**config.mk**
```make
export PLATFORM = sky130hd
export DESIGN_NAME = digit_serial_addsub
export DESIGN_NICKNAME = d
export VERILOG_FILES = /design/src/rtl/addsub_pkg.sv /design/src/rtl/adder4_slice.sv /design/src/rtl/digit_serial_addsub.sv
export SDC_FILE = /design/constraint.sdc
export NUM_CORES = 1
export LEC_CHECK = 0
export ABC_AREA = 0
export ABC_CLOCK_PERIOD_IN_PS = 5900
export BUFFER_PORTS_ARGS = -buffer_cell sky130_fd_sc_hd__buf_2
export CORE_ASPECT_RATIO = 0.5
export CORE_MARGIN = 2
export CORE_UTILIZATION = 25
export CTS_CLUSTER_SIZE = 10
export DETAILED_ROUTE_END_ITERATION = 7
export PLACE_DENSITY = 0.51
export SYNTH_ARGS = -nofsm -noshare
export SYNTH_HDL_FRONTEND = slang
export SYNTH_SLANG_ARGS = --single-unit
```
**constraint.sdc**
```tcl
create_clock -name clk -period 5.9 [get_ports clk]
set_input_delay 1.18 -clock clk [delete_from_list [all_inputs] [get_ports clk]]
set_output_delay 1.18 -clock clk [all_outputs]
set_load 0.02 [all_outputs]
```
**src/rtl/addsub_pkg.sv**
```systemverilog
// rtl/addsub_pkg.sv - shared types and sizing helpers for the digit-serial add/sub unit
package addsub_pkg;

  typedef enum logic [1:0] {
    IDLE = 2'd0,
    RUN  = 2'd1,
    DONE = 2'd2
  } state_t;

  localparam int DIGIT_W = 4;

  function automatic int ndig(input int width);
    return (width + DIGIT_W - 1) / DIGIT_W;
  endfunction

endpackage

```
**src/rtl/adder4_slice.sv**
```systemverilog
// rtl/adder4_slice.sv - 4-bit ripple adder slice, behaviourally a 74AC283
module adder4_slice (
  input  logic [3:0] a,
  input  logic [3:0] b,
  input  logic       ci,
  output logic [3:0] s,
  output logic       co
);

  logic [4:0] sum;

  assign sum = {1'b0, a} + {1'b0, b} + {4'b0000, ci};
  assign s   = sum[3:0];
  assign co  = sum[4];

endmodule

```
**src/rtl/digit_serial_addsub.sv**
```systemverilog
// rtl/digit_serial_addsub.sv - add/subtract over WIDTH bits, one 4-bit digit per clock
module digit_serial_addsub
  import addsub_pkg::*;
#(
  parameter int WIDTH = 16
) (
  input  logic             clk,
  input  logic             rst_n,
  input  logic             in_valid,
  output logic             in_ready,
  input  logic [WIDTH-1:0] in_a,
  input  logic [WIDTH-1:0] in_b,
  input  logic             in_sub,
  input  logic             in_signed,
  output logic             out_valid,
  input  logic             out_ready,
  output logic [WIDTH-1:0] out_y,
  output logic             out_cout,
  output logic             out_ovf
);

  localparam int NDIG = ndig(WIDTH);
  localparam int PW   = NDIG * DIGIT_W;
  localparam int CW   = (NDIG > 1) ? $clog2(NDIG) : 1;
  localparam logic [CW-1:0] LAST = CW'(NDIG - 1);

  state_t state, state_next;
  logic [CW-1:0] cnt;
  logic [PW-1:0] a_q, b_q, res_q, res_next;
  logic [WIDTH-1:0] b_eff;
  logic carry_q, sub_q, signed_q, a_msb_q, b_msb_q, cout_q, ovf_q;
  logic [3:0] slice_s;
  logic slice_co, accept, last_digit, cout_next, ovf_next;

  always_comb begin
    state_next = state;
    in_ready   = 1'b0;
    case (state)
      IDLE: begin
        in_ready = 1'b1;
        if (in_valid) state_next = RUN;
      end
      RUN: begin
        if (last_digit) state_next = DONE;
      end
      DONE: begin
        if (out_ready) begin
          in_ready   = 1'b1;
          state_next = in_valid ? RUN : IDLE;
        end
      end
      default: state_next = IDLE;
    endcase
  end

  assign out_valid  = (state == DONE);
  assign accept     = in_valid & in_ready;
  assign last_digit = (state == RUN) && (cnt == LAST);
  assign b_eff      = in_sub ? ~in_b : in_b;

  adder4_slice u_slice (
    .a  (a_q[3:0]),
    .b  (b_q[3:0]),
    .ci (carry_q),
    .s  (slice_s),
    .co (slice_co)
  );

  // Each sum nibble enters at the top, so after NDIG shifts digit k sits at position k.
  assign res_next = (res_q >> DIGIT_W) | (PW'(slice_s) << (PW - DIGIT_W));

  if (WIDTH % DIGIT_W == 0) begin : g_full
    assign cout_next = slice_co;
  end else begin : g_pad
    assign cout_next = res_next[WIDTH];
  end

  assign ovf_next = signed_q ? ((a_msb_q ~^ b_msb_q) & (res_next[WIDTH-1] ^ a_msb_q))
                             : (sub_q ? ~cout_next : cout_next);

  always_ff @(posedge clk or negedge rst_n) begin
    if (!rst_n) begin
      state    <= IDLE;
      cnt      <= '0;
      a_q      <= '0;
      b_q      <= '0;
      res_q    <= '0;
      carry_q  <= 1'b0;
      sub_q    <= 1'b0;
      signed_q <= 1'b0;
      a_msb_q  <= 1'b0;
      b_msb_q  <= 1'b0;
      cout_q   <= 1'b0;
      ovf_q    <= 1'b0;
    end else begin
      state <= state_next;
      if (accept) begin
        a_q      <= PW'(in_a);
        b_q      <= PW'(b_eff);
        carry_q  <= in_sub;
        sub_q    <= in_sub;
        signed_q <= in_signed;
        a_msb_q  <= in_a[WIDTH-1];
        b_msb_q  <= b_eff[WIDTH-1];
        cnt      <= '0;
      end else if (state == RUN) begin
        a_q     <= a_q >> DIGIT_W;
        b_q     <= b_q >> DIGIT_W;
        res_q   <= res_next;
        carry_q <= slice_co;
        cnt     <= last_digit ? '0 : cnt + 1'b1;
        if (last_digit) begin
          cout_q <= cout_next;
          ovf_q  <= ovf_next;
        end
      end
    end
  end

  assign out_y    = res_q[WIDTH-1:0];
  assign out_cout = cout_q;
  assign out_ovf  = ovf_q;

endmodule

```
# Yosys cells after proc, flatten, opt, wreduce, memory -nomap -nowiden
# Cells that the tools add are included.
[totals] reg_bits=59 out_inout_bits=20 word_cells=54
[op_classes] add_sub_neg=3 n_eq_ne=6 muxes=19 bitwise_logic=8 reduce_logical=6
[op_table] op="$mux W16" count=5
[op_table] op="$not A16 Y16" count=1
[op_table] op="$or A12 B16 Y16" count=1
[op_table] op="$mux W2" count=6
[op_table] op="$mux W1" count=6
[op_table] op="$pmux W2 S3" count=1
[op_table] op="$reduce_and A3 Y1" count=2
[op_table] op="$add A4 B4 Y5" count=1
[op_table] op="$add A5 B1 Y5" count=1
[op_table] op="$eq A2 B2 Y1 const B" count=2
[op_table] op="$ne A2 B2 Y1 const B" count=2
[op_table] op="$add A2 B1 Y2 const B" count=1
[op_table] op="$and A1 B1 Y1" count=2
[op_table] op="$eq A2 B1 Y1 const B" count=1
[op_table] op="$logic_not A2 Y1" count=1
[op_table] op="$ne A2 B1 Y1 const B" count=1
[op_table] op="$not A1 Y1" count=2
[op_table] op="$pmux W1 S2" count=1
[op_table] op="$reduce_and A2 Y1" count=1
[op_table] op="$reduce_bool A2 Y1" count=1
[op_table] op="$logic_and A1 B1 Y1" count=1
[op_table] op="$xnor A1 B1 Y1" count=1
[op_table] op="$xor A1 B1 Y1" count=1

# Logic depth before layout (Yosys ltp)
# Gate-level depths: netlist (run 1).
[depth] word_depth=6 mapped_depth=7

# Cells and area by module
# A second synthesis (run 1) with hierarchy kept.
[unflattened] hier_cells=290 hier_area_um2=2944.1
[modules_own_cells] mod="digit_serial_addsub" n_inst=1 cells_each=274 area_per_inst_um2=2800.2 seq_area_each_um2=1476.4
[modules_own_cells] mod="adder4_slice" n_inst=1 cells_each=16 area_per_inst_um2=143.9 seq_area_each_um2=0.0

# Worst setup path after synthesis (run 1)
# No wires, ideal clock.
[synth_path] path_kind="input-to-output" start="in out_ready" end="out in_ready" arrival_ps=1619 path_slack_ps=3101 cell_stages=2 cell_sequence="nand2b_2 -> and2_1"
[synth_via] elab_chain_cells=2
[synth_lines] element="start, declared" line="digit_serial_addsub.sv:16" text="input logic out_ready,"
[synth_lines] element="$mux W1" line="digit_serial_addsub.sv:47" text="if (out_ready) begin"
[synth_lines] element="$pmux W1 S2" line="digit_serial_addsub.sv:38" text="case (state)"
[synth_lines] element="end, declared" line="digit_serial_addsub.sv:10" text="output logic in_ready,"
# No other way between the ends.

# Worst setup path after layout (run 1)
# Same ends and word-level chain as after synthesis.

==> flow_summary.json, run 1 <==
{
  "global_placer_s_final_weighted_congestion": 0.726,
  "floorplan.initialDensity_pct": 25.9,
  "maxClockFrequency_mhz": 333,
  "worst_path_max_delay_cell": "sky130_fd_sc_hd__nand2b_2",
  "number_of_enable_type_register_cells_in_the_synthesized_netlist": 0,
  "post_synth_inst_count": 295,
  "post-route-period-util_pct": 50.9,
  "finalCriticalPeriod_ns": 3.00,
  "cp.required_ns": 4.72,
  "gr-total-overflow": 0,
  "io_pins": 58,
  "finalSetupViolCount": 0,
  "rrSetupSlack_ns": 3.87,
  "syn_area_um2": 2870,
  "cpPeakStageDelay_ns": 0.22,
  "worst_setup_hold_path_clk_slew_ns": 0.05,
  "wl_per_cell_um": 12.9,
  "setup.worst_path.class": "input port to output port",
  "worst-r2r-cell-count": 7,
  "ant_nets": 0,
  "io_buffers": 57,
  "regToRegStartpoint": "a_q[0]",
  "final-hold-violation-count": 0,
  "yosys_most_used_dff": "sky130_fd_sc_hd__dfrtp_1",
  "rows": 27,
  "cellLeakagePower_nw": 1.69,
  "drt-vias-per-instance": 4.38,
  "initialDrtViolationCount": 110,
  "timing_worst_slew_pin_value_ns": 0.772,
  "grt_pass1_wl_mm": 10.6,
  "rsz0062_at_grt": "false",
  "ctsHoldBuffers": 0,
  "avgSynthCellArea_um2": 9.73,
  "outcome": "completed",
  "syn_nets": 339,
  "commonest_non_fill_non_tap_cells_in_the_layout": "91 x sky130_fd_sc_hd__nand2_1, 59 x sky130_fd_sc_hd__dfrtp_1, 57 x sky130_fd_sc_hd__buf_2",
  "chipWidth_um": 156,
  "design.core.area_um2": 11100,
  "final_core_utilization_pct": 31.1,
  "yosysWarningCount": 0,
  "synth_sequential_area_ratio_pct": 51.5,
  "hold_path.class": "flop to flop",
  "clock_tree_from_tritoncts": "yes",
  "total_number_of_nets_in_the_final_design": 380,
  "critical_path_arrival_ns": 1.82,
  "critPathMaxFanout": 5,
  "max_slew_headroom_at_the_worst_pin_pct": 48.6,
  "root_buffer": "sky130_fd_sc_hd__clkbuf_16",
  "synth_top_cells_by_area": "sky130_fd_sc_hd__dfrtp_1 51%, sky130_fd_sc_hd__nand2_1 12%, sky130_fd_sc_hd__xnor2_1 4.9%, sky130_fd_sc_hd__a221o_1 4.2%, sky130_fd_sc_hd__buf_4 3.9%",
  "clock-sinks": 59,
  "syn_to_final_growth_pct": 20.1,
  "die_h_um": 79.8,
  "vdd_drop_max_uv": 191,
  "worstReg2RegEnd": "out_ovf",
  "synthDominantCellAreaShare_pct": 51.5,
  "cp_startpoint_kind": "input port",
  "worstHoldPathCells": 2,
  "antenna-diode-count": 0,
  "fp.dieArea_um2": 12400,
  "detailed_place.area_um2": 3140,
  "layout.cell_area.non_filler_um2": 3450,
  "most_common_library_cell_in_the_layout_ignoring_fill_and_taps": "sky130_fd_sc_hd__nand2_1",
  "timing_max_transition_violations_final": 0,
  "power.density_nw_per_um2": 588,
  "hold-path-endpoint": "out_y[3]",
  "first_global_vias": 2137,
  "dr.pass1.iters": 4,
  "num_vias": 2130,
  "fin_setup_tns_ns": 0,
  "wirelength_mm": 6.27,
  "cts_max_path_buffers": 2,
  "postCtsSetupRepairBufs": 0,
  "maximum_clock_skew_at_final_layout_ns": 0.00828,
  "async_flop_share_pct": 100,
  "clock_latency_at_the_later_pin_of_the_worst_skew_pair_ns": 0.33,
  "grt_max_degree": 60,
  "timing.critical_path.mode_cell": "sky130_fd_sc_hd__buf_2",
  "final_layout_size_suffix_gt1_share_pct": 24.0,
  "drv.max_cap_violation_count": 0,
  "hp-start": "out_y[3]",
  "dp_hpwl_mm": 4.10,
  "synth_area_leader_cell": "sky130_fd_sc_hd__dfrtp_1",
  "cts_htree_levels": 3,
  "global_route_usage_over_all_layers_pct": 11.3,
  "route.detailed.drc": 0,
  "synth.distinct_cells": 38,
  "cts_buffers": 9,
  "setup.worst_path.end_class": "output port",
  "resize_count_post_cts": 0,
  "synth-seq-cells": 59,
  "number_of_antenna_violations_at_the_first_check_in_global_routing": 0,
  "path_cells": "buf_2 > nand2b_2 > and2_1 > buf_2"
}
## synthesized netlist by cell type (2+ instances only)
library cell	count
sky130_fd_sc_hd__nand2_1	91
sky130_fd_sc_hd__ha_1	4
sky130_fd_sc_hd__a31oi_1	3
sky130_fd_sc_hd__fa_1	2
sky130_fd_sc_hd__a22oi_2	2
sky130_fd_sc_hd__buf_2	9
sky130_fd_sc_hd__xor2_1	2
sky130_fd_sc_hd__xnor2_1	16
sky130_fd_sc_hd__nand3_1	8
sky130_fd_sc_hd__o21ai_0	5
sky130_fd_sc_hd__buf_4	15
sky130_fd_sc_hd__nor2_1	18
sky130_fd_sc_hd__inv_1	5
sky130_fd_sc_hd__nand2b_1	2
sky130_fd_sc_hd__nor2b_1	2
sky130_fd_sc_hd__a21oi_1	3
sky130_fd_sc_hd__o21ai_1	7
sky130_fd_sc_hd__dfrtp_1	59
sky130_fd_sc_hd__a22oi_1	9
sky130_fd_sc_hd__a221o_1	12
sky130_fd_sc_hd__buf_6	4
## how the worst max path moves through the flow
stage | depth (start not counted) | to | slack, ns | from
floorplan | 2 | in_ready | 3.10 | out_ready
global placement | 4 | in_ready | 2.92 | out_ready
detailed placement | 4 | in_ready | 2.89 | out_ready
CTS | 4 | in_ready | 2.89 | out_ready
global route | 4 | in_ready | 2.86 | out_ready
finish | 4 | in_ready | 2.90 | out_ready
## kinds of logic after synthesis
family | share of synthesized area [%]
fa+ha+maj | 3.14
mux | 0.349
simple gates | 19.2
flops | 51.5
xor+xnor | 5.49
compound gates | 12.3
buf+inv | 7.98
## metrics by stage
| stage | hold slack (ns) | worst slack (ns) | total power [W] | cells |
|---|---|---|---|---|
| 2_1_floorplan | 0.446 | 3.10 | 0.00138 | 295 |
| 3_3_place_gp | 0.454 | 2.92 | 0.00152 | 470 |
| 3_5_place_dp | 0.458 | 2.89 | 0.00153 | 470 |
| 4_1_cts | 0.472 | 2.89 | 0.00207 | 486 |
| 5_1_grt | 0.501 | 2.86 | 0.00221 | 486 |
| 6_report | 0.464 | 2.90 | 0.00202 | 486 |
## where the power goes
part           switching [W]  total [W]  leakage [nW]  internal [W]
sequential          0.000121   0.000710         0.747      0.000589
clock               0.000191   0.000520         0.142      0.000328
combinational       0.000496   0.000795         0.802      0.000299
total               0.000808    0.00202          1.69       0.00122
## cell type report
type,instances,area (um^2)
Sequential cell,59,1480
Clock inverter,7,76.3
Multi-Input combinational cell,201,1160
Fill cell,1216,7630
Clock buffer,9,225
Inverter,6,22.5
Tap cell,145,181
Timing Repair Buffer,59,300
## per-layer routing
layer	routed length, um	track usage [%]	share of wire [%]
met1	3160	14.5	50
met2	2750	17.3	44
met5	0	0	0
met4	109	4.68	1.7
met3	255	4.02	4.1
## worst max-delay path, delay by kind of cell
kind / cells / cell delay [ns]
simple gates: 2 / 0.40
buf+inv: 2 / 0.24
## state kept, by name, indices dropped and copies added (netlist names), 2 cells and up
| signal | count |
|---|---|
| a_q | 16 |
| b_q | 16 |
| cnt | 2 |
| out_y | 16 |
| state | 2 |
Note: power is estimated with default switching activity, not from simulation.
==> inputs of run 2 (changes only) <==
--- a/config.mk
+++ b/config.mk
@@ -6,7 +6,7 @@
 export NUM_CORES = 1
 export LEC_CHECK = 0
 export ABC_AREA = 0
-export ABC_CLOCK_PERIOD_IN_PS = 5900
+export ABC_CLOCK_PERIOD_IN_PS = 2800
 export BUFFER_PORTS_ARGS = -buffer_cell sky130_fd_sc_hd__buf_2
 export CORE_ASPECT_RATIO = 0.5
 export CORE_MARGIN = 2
==> constraint.sdc (replaced) <==
create_clock -name clk -period 2.8 [get_ports clk]
set_input_delay 0.56 -clock clk [delete_from_list [all_inputs] [get_ports clk]]
set_output_delay 0.56 -clock clk [all_outputs]
set_load 0.02 [all_outputs]
==> run 2 against run 1 <==
Sequential power up 110%. Sequential cell count did not move. Global-route usage is 0.12 points higher. Worst hold slack got worse by 0.098 ns. Power is 110% higher. Critical path depth up 3. Non-clock buffer count is 1 higher. Clock power increased by 110%. Via count fell by 0.23%. Clock skew is essentially flat. First-iteration DRC count grew 39%.
==> flow_summary.json, run 2 (synthesized netlist as in run 1, its figures left out) <==
{
  "cts_max_path_buffers": 2,
  "route.met3.wl_um": 255,
  "dp_hpwl_mm": 4.29,
  "cp_startpoint_kind": "flop",
  "met1_length_mm": 3.34,
  "clkPwrFrac_pct": 25.2,
  "post-route-period-util_pct": 69.7,
  "timing.critical_path.mode_cell": "sky130_fd_sc_hd__fa_1",
  "critical_path.top_delay_family": "adder cells",
  "io_buffers": 57,
  "hold_path.class": "input port to async pin",
  "global_route_usage_over_all_layers_pct": 11.4,
  "met2RoutedLength_mm": 2.77,
  "num_vias": 2125,
  "initialDrtViolationCount": 153,
  "worst_hold_slack_ns": 0.366,
  "cellLeakagePower_nw": 1.70,
  "global_placer_s_final_weighted_congestion": 0.720,
  "fin_setup_tns_ns": 0,
  "grt_pass1_wl_mm": 10.8,
  "gr-total-overflow": 0,
  "final-hold-violation-count": 0,
  "cpPeakStageDelay_ns": 0.44,
  "rows": 27,
  "rrSetupSlack_ns": 0.85,
  "root_buffer": "sky130_fd_sc_hd__clkbuf_16",
  "max_slew_headroom_at_the_worst_pin_pct": 24.1,
  "ctsHoldBuffers": 0,
  "maxClockFrequency_mhz": 512,
  "first_global_vias": 2076,
  "sequentialPowerShare_pct": 35.0,
  "clock_tree_from_tritoncts": "yes",
  "commonest_non_fill_non_tap_cells_in_the_layout": "91 x sky130_fd_sc_hd__nand2_1, 59 x sky130_fd_sc_hd__dfrtp_1, 57 x sky130_fd_sc_hd__buf_2",
  "setup.worst_path.end_class": "flop",
  "power.density_nw_per_um2": 1240,
  "clock_latency_at_the_later_pin_of_the_worst_skew_pair_ns": 0.33,
  "path_cells": "inv_1 > fa_1 > fa_1 > nand2b_1 > o2bb2ai_1 > mux2i_1 > a31oi_1",
  "route.detailed.drc": 0,
  "internal_power_w": 0.00257,
  "outcome": "completed",
  "worst_path_max_delay_cell": "sky130_fd_sc_hd__fa_1",
  "final.fill_count": 1192,
  "swShare_pct": 39.9,
  "postCtsSetupRepairBufs": 0,
  "cts_htree_levels": 3,
  "ant_nets": 0,
  "wl_per_cell_um": 13.3,
  "total_number_of_nets_in_the_final_design": 381,
  "topRoutingLayerUsed": "met4",
  "startpoint": "a_q[0]",
  "die_h_um": 79.8,
  "io_pins": 58,
  "regToRegStartpoint": "a_q[0]",
  "design.core.area_um2": 11100,
  "vdd_drop_max_uv": 474,
  "cp.required_ns": 3.05,
  "wirelength_mm": 6.49,
  "rsz0062_at_grt": "false",
  "fp.dieArea_um2": 12400,
  "total_power_w": 0.00428,
  "critPathMaxFanout": 3,
  "drv.max_cap_violation_count": 0,
  "timing_worst_slew_pin_value_ns": 1.14,
  "grt_max_degree": 60,
  "finalSetupViolCount": 0,
  "drt-vias-per-instance": 4.36,
  "cts_buffers": 9,
  "most_common_library_cell_in_the_layout_ignoring_fill_and_taps": "sky130_fd_sc_hd__nand2_1",
  "syn_to_final_growth_pct": 20.1,
  "cp.buffers_inverters": 1,
  "timing_max_transition_violations_final": 0,
  "floorplan.initialDensity_pct": 25.9,
  "number_of_antenna_violations_at_the_first_check_in_global_routing": 0,
  "comb_power_share_pct": 39.8,
  "dr.pass1.iters": 4,
  "critical_path_arrival_ns": 2.20,
  "switching_power_w": 0.00171,
  "antenna-diode-count": 0,
  "chipWidth_um": 156,
  "worst_setup_hold_path_clk_slew_ns": 0.06,
  "resize_count_post_cts": 0,
  "setup.worst_path.class": "flop to flop",
  "final_layout_size_suffix_gt1_share_pct": 24.3,
  "maximum_clock_skew_at_final_layout_ns": 0.00778,
  "clock-sinks": 59,
  "finalCriticalPeriod_ns": 1.95
}
## run 2: power groups by stage
stage / clock network (W) / logic (W) / registers [W]
after global placement: 0 / 0.00171 / 0.00151
after detailed placement: 0 / 0.00174 / 0.00151
after floorplan: 0 / 0.00144 / 0.00148
after global routing: 0.00115 / 0.00196 / 0.00156
after CTS: 0.00110 / 0.00174 / 0.00150
final: 0.00108 / 0.00170 / 0.00150
## run 2: layout make-up
cell class                 instances  area [um^2]  area share, %
clock buffer                       9          225           6.54
clock inverter                     7         68.8           2.00
inverter                           6         22.5          0.654
multi-input combinational        201         1160           33.8
sequential                        59         1480           42.8
tap                              145          181           5.27
timing repair buffer              60          308           8.93
## run 2: per-stage QoR
| stage | utilization [%] | std cells | worst slack, ns | cell area [um^2] |
|---|---|---|---|---|
| after floorplan | - | 295 | 0.950 | 2870 |
| after global routing | 31.1 | 487 | 0.699 | 3450 |
| after CTS | 31.1 | 487 | 0.826 | 3450 |
| final | 31.1 | 487 | 0.848 | 3450 |
| after global placement | 28.4 | 471 | 0.882 | 3150 |
| after detailed placement | 28.4 | 471 | 0.850 | 3150 |
## run 2: final timing paths
path,to,cells after the start
max,out_ovf,7
min,a_q[15],2
max reg2reg,out_ovf,7
min reg2reg,out_y[0],2
max in group asynchronous,a_q[13],2
min in group clk,a_q[14],3
## run 2: routing by layer
| metal | vias to the layer above | GRT usage (%) |
|---|---|---|
| li1 | 1063 | - |
| met1 | 1015 | 15.5 |
| met2 | 37 | 16.4 |
| met3 | 10 | 4.45 |
| met4 | 0 | 3.94 |
| met5 | - | 0 |
